`src/rtl/reservation_station.sv`:
```
// reservation_station: integer RS buffering ALU/branch ops, CDB wakeup, one registered issue per cycle.
// Define RS_AGE_SELECT_EN for oldest-ready-first select; otherwise lowest-index ready wins.
module reservation_station #(
    parameter int RS_SIZE = 8,
    parameter int ROB_W   = 4
`ifdef RS_AGE_SELECT_EN
    ,
    parameter int AGE_W   = 4
`endif
) (
    input  logic             clk,
    input  logic             rst,
    input  logic             rdy,
    input  logic             rollback,
    input  logic             issue_sgn,
    input  logic [5:0]       issue_opcode,
    input  logic [31:0]      issue_vj,
    input  logic [ROB_W-1:0] issue_qj,
    input  logic             issue_qj_wait,
    input  logic [31:0]      issue_vk,
    input  logic [ROB_W-1:0] issue_qk,
    input  logic             issue_qk_wait,
    input  logic [31:0]      issue_imm,
    input  logic [31:0]      issue_pc,
    input  logic [ROB_W-1:0] issue_rob,
    output logic             rs_full,
    input  logic             alu_cdb_sgn,
    input  logic [ROB_W-1:0] alu_cdb_rob,
    input  logic [31:0]      alu_cdb_val,
    input  logic             lsb_cdb_sgn,
    input  logic [ROB_W-1:0] lsb_cdb_rob,
    input  logic [31:0]      lsb_cdb_val,
    output logic             RS_sgn,
    output logic [5:0]       RS_opcode,
    output logic [31:0]      lhs,
    output logic [31:0]      rhs,
    output logic [31:0]      imm,
    output logic [31:0]      pc,
    output logic [5:0]       ROB_entry
);
    localparam int IW = $clog2(RS_SIZE);

    logic [RS_SIZE-1:0] busy_q, busy_d, qjw_q, qjw_d, qkw_q, qkw_d, ready;
    logic [5:0]         op_q [RS_SIZE], op_d [RS_SIZE];
    logic [31:0]        vj_q [RS_SIZE], vj_d [RS_SIZE], vk_q [RS_SIZE], vk_d [RS_SIZE];
    logic [31:0]        im_q [RS_SIZE], im_d [RS_SIZE], pc_q [RS_SIZE], pc_d [RS_SIZE];
    logic [ROB_W-1:0]   qj_q [RS_SIZE], qj_d [RS_SIZE], qk_q [RS_SIZE], qk_d [RS_SIZE];
    logic [ROB_W-1:0]   rob_q [RS_SIZE], rob_d [RS_SIZE];
`ifdef RS_AGE_SELECT_EN
    logic [AGE_W-1:0]   age_q [RS_SIZE], age_d [RS_SIZE];
`endif
    logic               sgn_q, sgn_d;
    logic [5:0]         op_o_q, op_o_d;
    logic [31:0]        lhs_q, lhs_d, rhs_q, rhs_d, imm_o_q, imm_o_d, pc_o_q, pc_o_d;
    logic [ROB_W-1:0]   rob_o_q, rob_o_d;
    logic               sel_found;
    logic [IW-1:0]      sel_idx, free_idx;
    logic               aj, lj, ak, lk, dj_w, dk_w;
    logic [31:0]        dj_v, dk_v;

    // Same-cycle CDB bypass for the operands being dispatched
    assign aj   = alu_cdb_sgn && alu_cdb_rob == issue_qj;
    assign lj   = lsb_cdb_sgn && lsb_cdb_rob == issue_qj;
    assign ak   = alu_cdb_sgn && alu_cdb_rob == issue_qk;
    assign lk   = lsb_cdb_sgn && lsb_cdb_rob == issue_qk;
    assign dj_v = issue_qj_wait && aj ? alu_cdb_val : issue_qj_wait && lj ? lsb_cdb_val : issue_vj;
    assign dk_v = issue_qk_wait && ak ? alu_cdb_val : issue_qk_wait && lk ? lsb_cdb_val : issue_vk;
    assign dj_w = issue_qj_wait && !aj && !lj;
    assign dk_w = issue_qk_wait && !ak && !lk;

    assign rs_full   = &busy_q;
    assign ready     = busy_q & ~qjw_q & ~qkw_q;
    assign RS_sgn    = sgn_q & rdy;
    assign RS_opcode = op_o_q;
    assign lhs       = lhs_q;
    assign rhs       = rhs_q;
    assign imm       = imm_o_q;
    assign pc        = pc_o_q;
    assign ROB_entry = 6'(rob_o_q);

    always_comb begin
        sel_found = 1'b0;
        sel_idx   = '0;
`ifdef RS_AGE_SELECT_EN
        for (int i = 0; i < RS_SIZE; i++)
            if (ready[i] && (!sel_found || age_q[i] > age_q[sel_idx])) begin
                sel_found = 1'b1;
                sel_idx   = IW'(i);
            end
`else
        for (int i = RS_SIZE - 1; i >= 0; i--)
            if (ready[i]) begin
                sel_found = 1'b1;
                sel_idx   = IW'(i);
            end
`endif
        free_idx = '0;
        for (int i = RS_SIZE - 1; i >= 0; i--)
            if (!busy_q[i] || (sel_found && sel_idx == IW'(i))) free_idx = IW'(i);
        busy_d = busy_q;
        qjw_d  = qjw_q;
        qkw_d  = qkw_q;
        op_d   = op_q;
        vj_d   = vj_q;
        vk_d   = vk_q;
        im_d   = im_q;
        pc_d   = pc_q;
        qj_d   = qj_q;
        qk_d   = qk_q;
        rob_d  = rob_q;
`ifdef RS_AGE_SELECT_EN
        age_d  = age_q;
`endif
        for (int i = 0; i < RS_SIZE; i++) begin
            if (busy_q[i] && qjw_q[i] && alu_cdb_sgn && qj_q[i] == alu_cdb_rob) begin
                vj_d[i]  = alu_cdb_val;
                qjw_d[i] = 1'b0;
            end else if (busy_q[i] && qjw_q[i] && lsb_cdb_sgn && qj_q[i] == lsb_cdb_rob) begin
                vj_d[i]  = lsb_cdb_val;
                qjw_d[i] = 1'b0;
            end
            if (busy_q[i] && qkw_q[i] && alu_cdb_sgn && qk_q[i] == alu_cdb_rob) begin
                vk_d[i]  = alu_cdb_val;
                qkw_d[i] = 1'b0;
            end else if (busy_q[i] && qkw_q[i] && lsb_cdb_sgn && qk_q[i] == lsb_cdb_rob) begin
                vk_d[i]  = lsb_cdb_val;
                qkw_d[i] = 1'b0;
            end
`ifdef RS_AGE_SELECT_EN
            age_d[i] = busy_q[i] && age_q[i] != '1 ? age_q[i] + 1'b1 : age_q[i];
`endif
        end
        sgn_d   = sel_found;
        op_o_d  = sel_found ? op_q[sel_idx]  : op_o_q;
        lhs_d   = sel_found ? vj_q[sel_idx]  : lhs_q;
        rhs_d   = sel_found ? vk_q[sel_idx]  : rhs_q;
        imm_o_d = sel_found ? im_q[sel_idx]  : imm_o_q;
        pc_o_d  = sel_found ? pc_q[sel_idx]  : pc_o_q;
        rob_o_d = sel_found ? rob_q[sel_idx] : rob_o_q;
        if (sel_found) busy_d[sel_idx] = 1'b0;
        if (issue_sgn && !rs_full) begin
            busy_d[free_idx] = 1'b1;
            op_d[free_idx]   = issue_opcode;
            vj_d[free_idx]   = dj_v;
            qjw_d[free_idx]  = dj_w;
            qj_d[free_idx]   = issue_qj;
            vk_d[free_idx]   = dk_v;
            qkw_d[free_idx]  = dk_w;
            qk_d[free_idx]   = issue_qk;
            im_d[free_idx]   = issue_imm;
            pc_d[free_idx]   = issue_pc;
            rob_d[free_idx]  = issue_rob;
`ifdef RS_AGE_SELECT_EN
            age_d[free_idx]  = '0;
`endif
        end
    end

    always_ff @(posedge clk) begin
        if (rst || rollback) begin
            busy_q  <= '0;
            sgn_q   <= 1'b0;
            op_o_q  <= '0;
            lhs_q   <= '0;
            rhs_q   <= '0;
            imm_o_q <= '0;
            pc_o_q  <= '0;
            rob_o_q <= '0;
        end else if (rdy) begin
            busy_q  <= busy_d;
            sgn_q   <= sgn_d;
            op_o_q  <= op_o_d;
            lhs_q   <= lhs_d;
            rhs_q   <= rhs_d;
            imm_o_q <= imm_o_d;
            pc_o_q  <= pc_o_d;
            rob_o_q <= rob_o_d;
        end
    end

    // Entry payload is only meaningful while busy, so it needs no reset
    always_ff @(posedge clk) begin
        if (rdy) begin
            qjw_q <= qjw_d;
            qkw_q <= qkw_d;
            op_q  <= op_d;
            vj_q  <= vj_d;
            vk_q  <= vk_d;
            im_q  <= im_d;
            pc_q  <= pc_d;
            qj_q  <= qj_d;
            qk_q  <= qk_d;
            rob_q <= rob_d;
`ifdef RS_AGE_SELECT_EN
            age_q <= age_d;
`endif
        end
    end
endmodule

```
`config.mk`:
```
export PLATFORM = sky130hd
export DESIGN_NAME = reservation_station
export DESIGN_NICKNAME = d
export VERILOG_FILES = /design/src/rtl/reservation_station.sv
export SDC_FILE = /design/constraint.sdc
export NUM_CORES = 2
export LEC_CHECK = 0
export CAP_MARGIN = 30
export CELL_PAD_IN_SITES_DETAIL_PLACEMENT = 1
export CELL_PAD_IN_SITES_GLOBAL_PLACEMENT = 1
export CORE_ASPECT_RATIO = 1.5
export CORE_MARGIN = 4
export CORE_UTILIZATION = 40
export DETAILED_ROUTE_END_ITERATION = 10
export DONT_BUFFER_PORTS = 1
export GPL_TIMING_DRIVEN = 0
export HOLD_SLACK_MARGIN = 0.06
export PLACE_DENSITY = 0.78
export RECOVER_POWER = 100
export REMOVE_ABC_BUFFERS = 1
export SETUP_SLACK_MARGIN = 0.3
export SYNTH_ARGS = -nofsm -noshare
export SYNTH_HDL_FRONTEND = slang
export SYNTH_SLANG_ARGS = --single-unit
```
`constraint.sdc`:
```
create_clock -name clk -period 9.95 [get_ports clk]
set_clock_uncertainty 0.1 [all_clocks]
set_input_delay 2.4875 -clock clk [delete_from_list [all_inputs] [get_ports clk]]
set_output_delay 2.4875 -clock clk [all_outputs]
set_load 0.005 [all_outputs]
```
### Word-level counts from Yosys, hierarchy flattened

Index checks and enable logic that the tools add are counted.

* bits in registers: 1331
* bits of input ports: 227
* output and inout bits: 142
* logic and storage cells: 400

* magnitude comparators: 7
* equality and inequality tests: 43
* mux-type cells: 136
* bitwise operators: 10
* reductions and logical operators: 130

Operators with widths (number)
* two-way mux 32 bit: 45
* bitwise mux 256 bit: 4
* two-way mux 256 bit: 2
* binary-select mux 32 bit (select 3 bit): 4
* equality test 4 bit: 36
* logical AND 1 bit: 104
* bitwise mux 32 bit: 3
* demux 32 bit (select 3 bit): 1
* bitwise mux 48 bit: 1
* two-way mux 3 bit: 16
* two-way mux 1 bit: 42
* two-way mux 8 bit: 4
* AND 8 bit: 3
* inverter 8 bit: 3
* binary-select mux 6 bit (select 3 bit): 1
* demux 6 bit (select 3 bit): 1
* two-way mux 6 bit: 3
* bitwise mux 8 bit: 2
* zero test 1 bit: 13
* binary-select mux 4 bit (select 3 bit): 1
* demux 4 bit (select 3 bit): 1
* equality test 3 bit, second input constant: 4
* two-way mux 4 bit: 3
* logical OR 1 bit: 9
* 13 further kinds: 20

### Logic depth before layout (Yosys ltp)

* word-level depth: 29
* mapped depth: 11
* depth with buffers taken out: 6

### Worst setup path before layout

OpenSTA, ideal clock, no wires.

* path type: input port to flip-flop
* start point: input port issue_sgn
* end point: register im_q[128] (netlist name) (enable)
* setup time: 640 ps
* arrival: 8951 ps
* required time: 9210 ps
* path slack: 259 ps
* stages on the path: 4
* buffers on the path: 0
* cells stage by stage: o2111ai_1 -> a31oi_1 -> o211ai_1 -> nor3b_1

* word-level cells in the longest chain between the ends: 2

Ends and longest elaborated chain
* start, declared: RTL line 15 `input logic issue_sgn,`
* logical AND 1 bit: RTL line 141 `if (issue_sgn && !rs_full) begin`
* AND reduction 2 bit (no line)
* end signal, assigned: RTL line 189 `im_q <= im_d;`
* end, declared: RTL line 46 `logic [31:0] im_q [RS_SIZE], im_d [RS_SIZE], pc_q [RS_SIZE], pc_d [RS_SIZE];`

Every way passes these cells.
A chain may end at the register's enable or synchronous reset.

==> impl_metrics.toml <==
[status]
status = "complete, but fails checks"
violations = "capacitance limit, slew limit"

[logic_synthesis]
syn_area_um2 = 70380
synthArstFlopShare = 0
synth-edff-count = 1184
yosys_most_used_dff = "edfxtp_1"
ys_ff_latch = 1331
synth_cell_types = 62
synth_top_cell_by_area = "edfxtp_1"
avgSynthCellArea_um2 = 11.44
synthCells = 6152
synth_top_area_share = 0.5052
yosysSeqAreaShare = 0.5470
ys_warn_count = 0
synth_area_leaders = "edfxtp_1, mux2i_1, mux2_2, a21oi_1, dfxtp_1"

[drt]
wl_met3_um = 26710
wirelength_um = 272300
top_layer = "met5"
wl_per_cell_um = 32.89
first_pass_iters = 6
met2_wirelength_um = 133200
route.antenna.remaining_nets = 0
via_per_inst = 6.621
drt_iter0_drc = 5585
via_count = 54800
wl_met1_um = 94600
drc = 0

[final_layout]
drive_above_1_share = 0.1491
nets = 6095
final_core_util = 0.4563
area_growth_pct = 13.46
finalNonFillerCells = 8277
final_area_um2 = 79850

[sta]
worst_pin_slew_ps = 4160
hold_viol_final = 0
finalSetupViolations = 0
max_freq_ghz = 0.1182
fin_crit_sh = 0.8506
period_needed_ps = 8463
finalMaxSlewViolations = 612
maxSlewHeadroom = -1.773
tns_ps = 0
rsz0062_at_grt = "false"

[place]
io_buffer_count = 0
dp.cells = 8002
place.gp.congestion = 0.7937
hpwl_um = 174400
post_dp_cell_area_um2 = 75480

[global_routing]
grt_pass1_vias = 58070
grt_pass1_wl_um = 388400
grt_max_degree = 553
antenna_found_initial = 15
grt.total_usage = 0.2867
overflow = 0

[power]
power.density_nw_per_um2 = 156.8
finalPower_uw = 12520
p_leak_uw = 0.03096
ir_worst_vdd_uv = 220.9

[clock_network]
ctsHoldBuffers = 0
cts_resized = 0
clock_path_buffers = 3
cts_tree = "built"
clock_sinks = 1331
cts-root-buf = "clkbuf_16"
cts_buffers = 142
cts_setup_buffers = 0
clock_latency_ps = 790
path_clk_slew_ps = 60
cts_max_level = 4

[floorplan]
ios = 369
die_y_um = 521.7
die_w_um = 350.5
start_util = 0.4022
rows = 188
die_area_um2 = 182900
fp.coreArea_um2 = 175000

[worst_hold_path]
hold_path_end = "sgn_q$_SDFFE_PP0P_"
whs_path_depth = 2
hp-start = "sgn_q$_SDFFE_PP0P_"
min_path_type = "reg2reg"

[worst_setup_path]
critPathRequiredTime_ps = 10370
worst-endpoint-arrival_ps = 8880
startpoint_type = "register"
critPathKind = "reg2reg"
r2r_end = "vj_q[79]$_DFFE_PP_"
r2r_cells = 14
critPathCaptureType = "register"
path_max_fanout = 35
rrSetupSlack_ps = 1490
r2r_start = "busy_q[3]$_SDFFE_PP0P_"

[job]
cap_violations = 13
-- power by group --
group / leakage (uW) / internal [uW] / total [uW] / switching, uW
sequential: 0.0123 / 6290 / 6380 / 97.1
clock: 0.00236 / 3150 / 5560 / 2420
combinational: 0.0163 / 279 / 575 / 296
-- worst max-delay path: stages, from the launching register on --
cell      delay (ps)
dfxtp_1          630
or3b_1           580
a31oi_1         1680
clkbuf_1         800
buf_16           250
buf_12           200
nand2_4          220
buf_16           300
a221o_1          640
a211oi_4         880
clkbuf_1         810
buf_8            280
buf_8            210
buf_16           180
mux2_1           350
-- sequential cells by signal, summed over array words and instances (netlist names), 48 cells and up --
name  flops
im_q    256
vk_q    256
pc_q    256
op_q     48
vj_q    256
-- logic make-up (layout without fill, tap and decap cells) --
kind of cell	Yosys count	count (layout)	synth area share
AO/OA/AOI/OAI	1600	1600	0.1358
flip-flops	1331	1331	0.5470
multiplexers	1242	1242	0.1857
AND/OR/NAND/NOR	1161	1161	0.07292
buffers and inverters	673	508	0.04053
XOR/XNOR	144	144	0.01792
other	1	11	0.00005328
-- cell usage after synthesis (all sizes together) (21+ instances only) --
master	n
xor2	108
clkbuf	488
buf	183
a221o	139
or4	32
edfxtp	1184
nor3	144
o21ai	423
nand4	40
mux2	512
nor2	723
mux2i	730
dfxtp	147
nand3	164
a32oi	138
xnor2	36
o22ai	138
a21oi	724
nand2	21
-- how the worst max path moves through the flow --
stage | endpoint | cells past startpoint | slack [ps] | startpoint
floorplan | vk_q[64]$_DFFE_PP_ | 6 | -5540 | busy_q[1]$_SDFFE_PP0P_
global placement | rhs[2]$_SDFFE_PP0P_ | 6 | -43400 | busy_q[7]$_SDFFE_PP0P_
detailed placement | op_q[25]$_DFFE_PP_ | 17 | 3600 | busy_q[3]$_SDFFE_PP0P_
CTS | im_q[143]$_DFFE_PP_ | 17 | 3430 | busy_q[3]$_SDFFE_PP0P_
global route | im_q[17]$_DFFE_PP_ | 11 | 1640 | busy_q[3]$_SDFFE_PP0P_
finish | vj_q[79]$_DFFE_PP_ | 14 | 1490 | busy_q[3]$_SDFFE_PP0P_
-- metrics by stage --
stage          hold slack [ps]  setup slack (ps)
4_1_cts                  392.5              3428
3_3_place_gp             385.3            -43400
2_1_floorplan            341.4             -5539
5_1_grt                  424.6              1635
3_5_place_dp             380.8              3599
6_report                 395.8              1487
-- final cells by class --
type	count	area, um2
antenna	9	22.52
clock buffer	185	3896
clock inverter	79	919.6
fill	18180	95160
inverter	2	7.507
multi-input combinational	4149	29290
sequential	1331	38500
tap	2280	2853
timing repair buffer	242	4372
-- routing by layer --
| metal | GRT usage | up-vias |
|---|---|---|
| li1 | - | 22790 |
| met1 | 0.3159 | 27940 |
| met2 | 0.4919 | 3031 |
| met3 | 0.08097 | 1026 |
| met4 | 0.1692 | 14 |
| met5 | 0 | - |
-- layout by cell type (no fill, tap or decap), types with 5 or more instances in the layout --
cell type and n:
bufinv_16 13, nor3_1 144, o22ai_1 138, inv_16 6, xor2_1 108, nand3_1 163, buf_8 75, clkbuf_16 143
nor3b_1 6, dfxtp_1 147, clkinv_1 9, o21ai_0 422, nor2_1 721, or4_4 30, clkbuf_1 54, inv_6 6
diode_2 9, mux2i_1 730, nand2_1 19, or3b_1 6, o211ai_1 6, a211oi_4 5, mux2_1 125, a32oi_1 138
nand4_1 40, buf_12 61, edfxtp_1 1184, a221o_1 139, clkinvlp_4 7, clkbuf_8 16, xnor2_1 36, buf_16 64
a21oi_1 722, mux2_2 387, clkinv_2 32, buf_6 14
No activity file was read; power rests on OpenSTA's default activity.
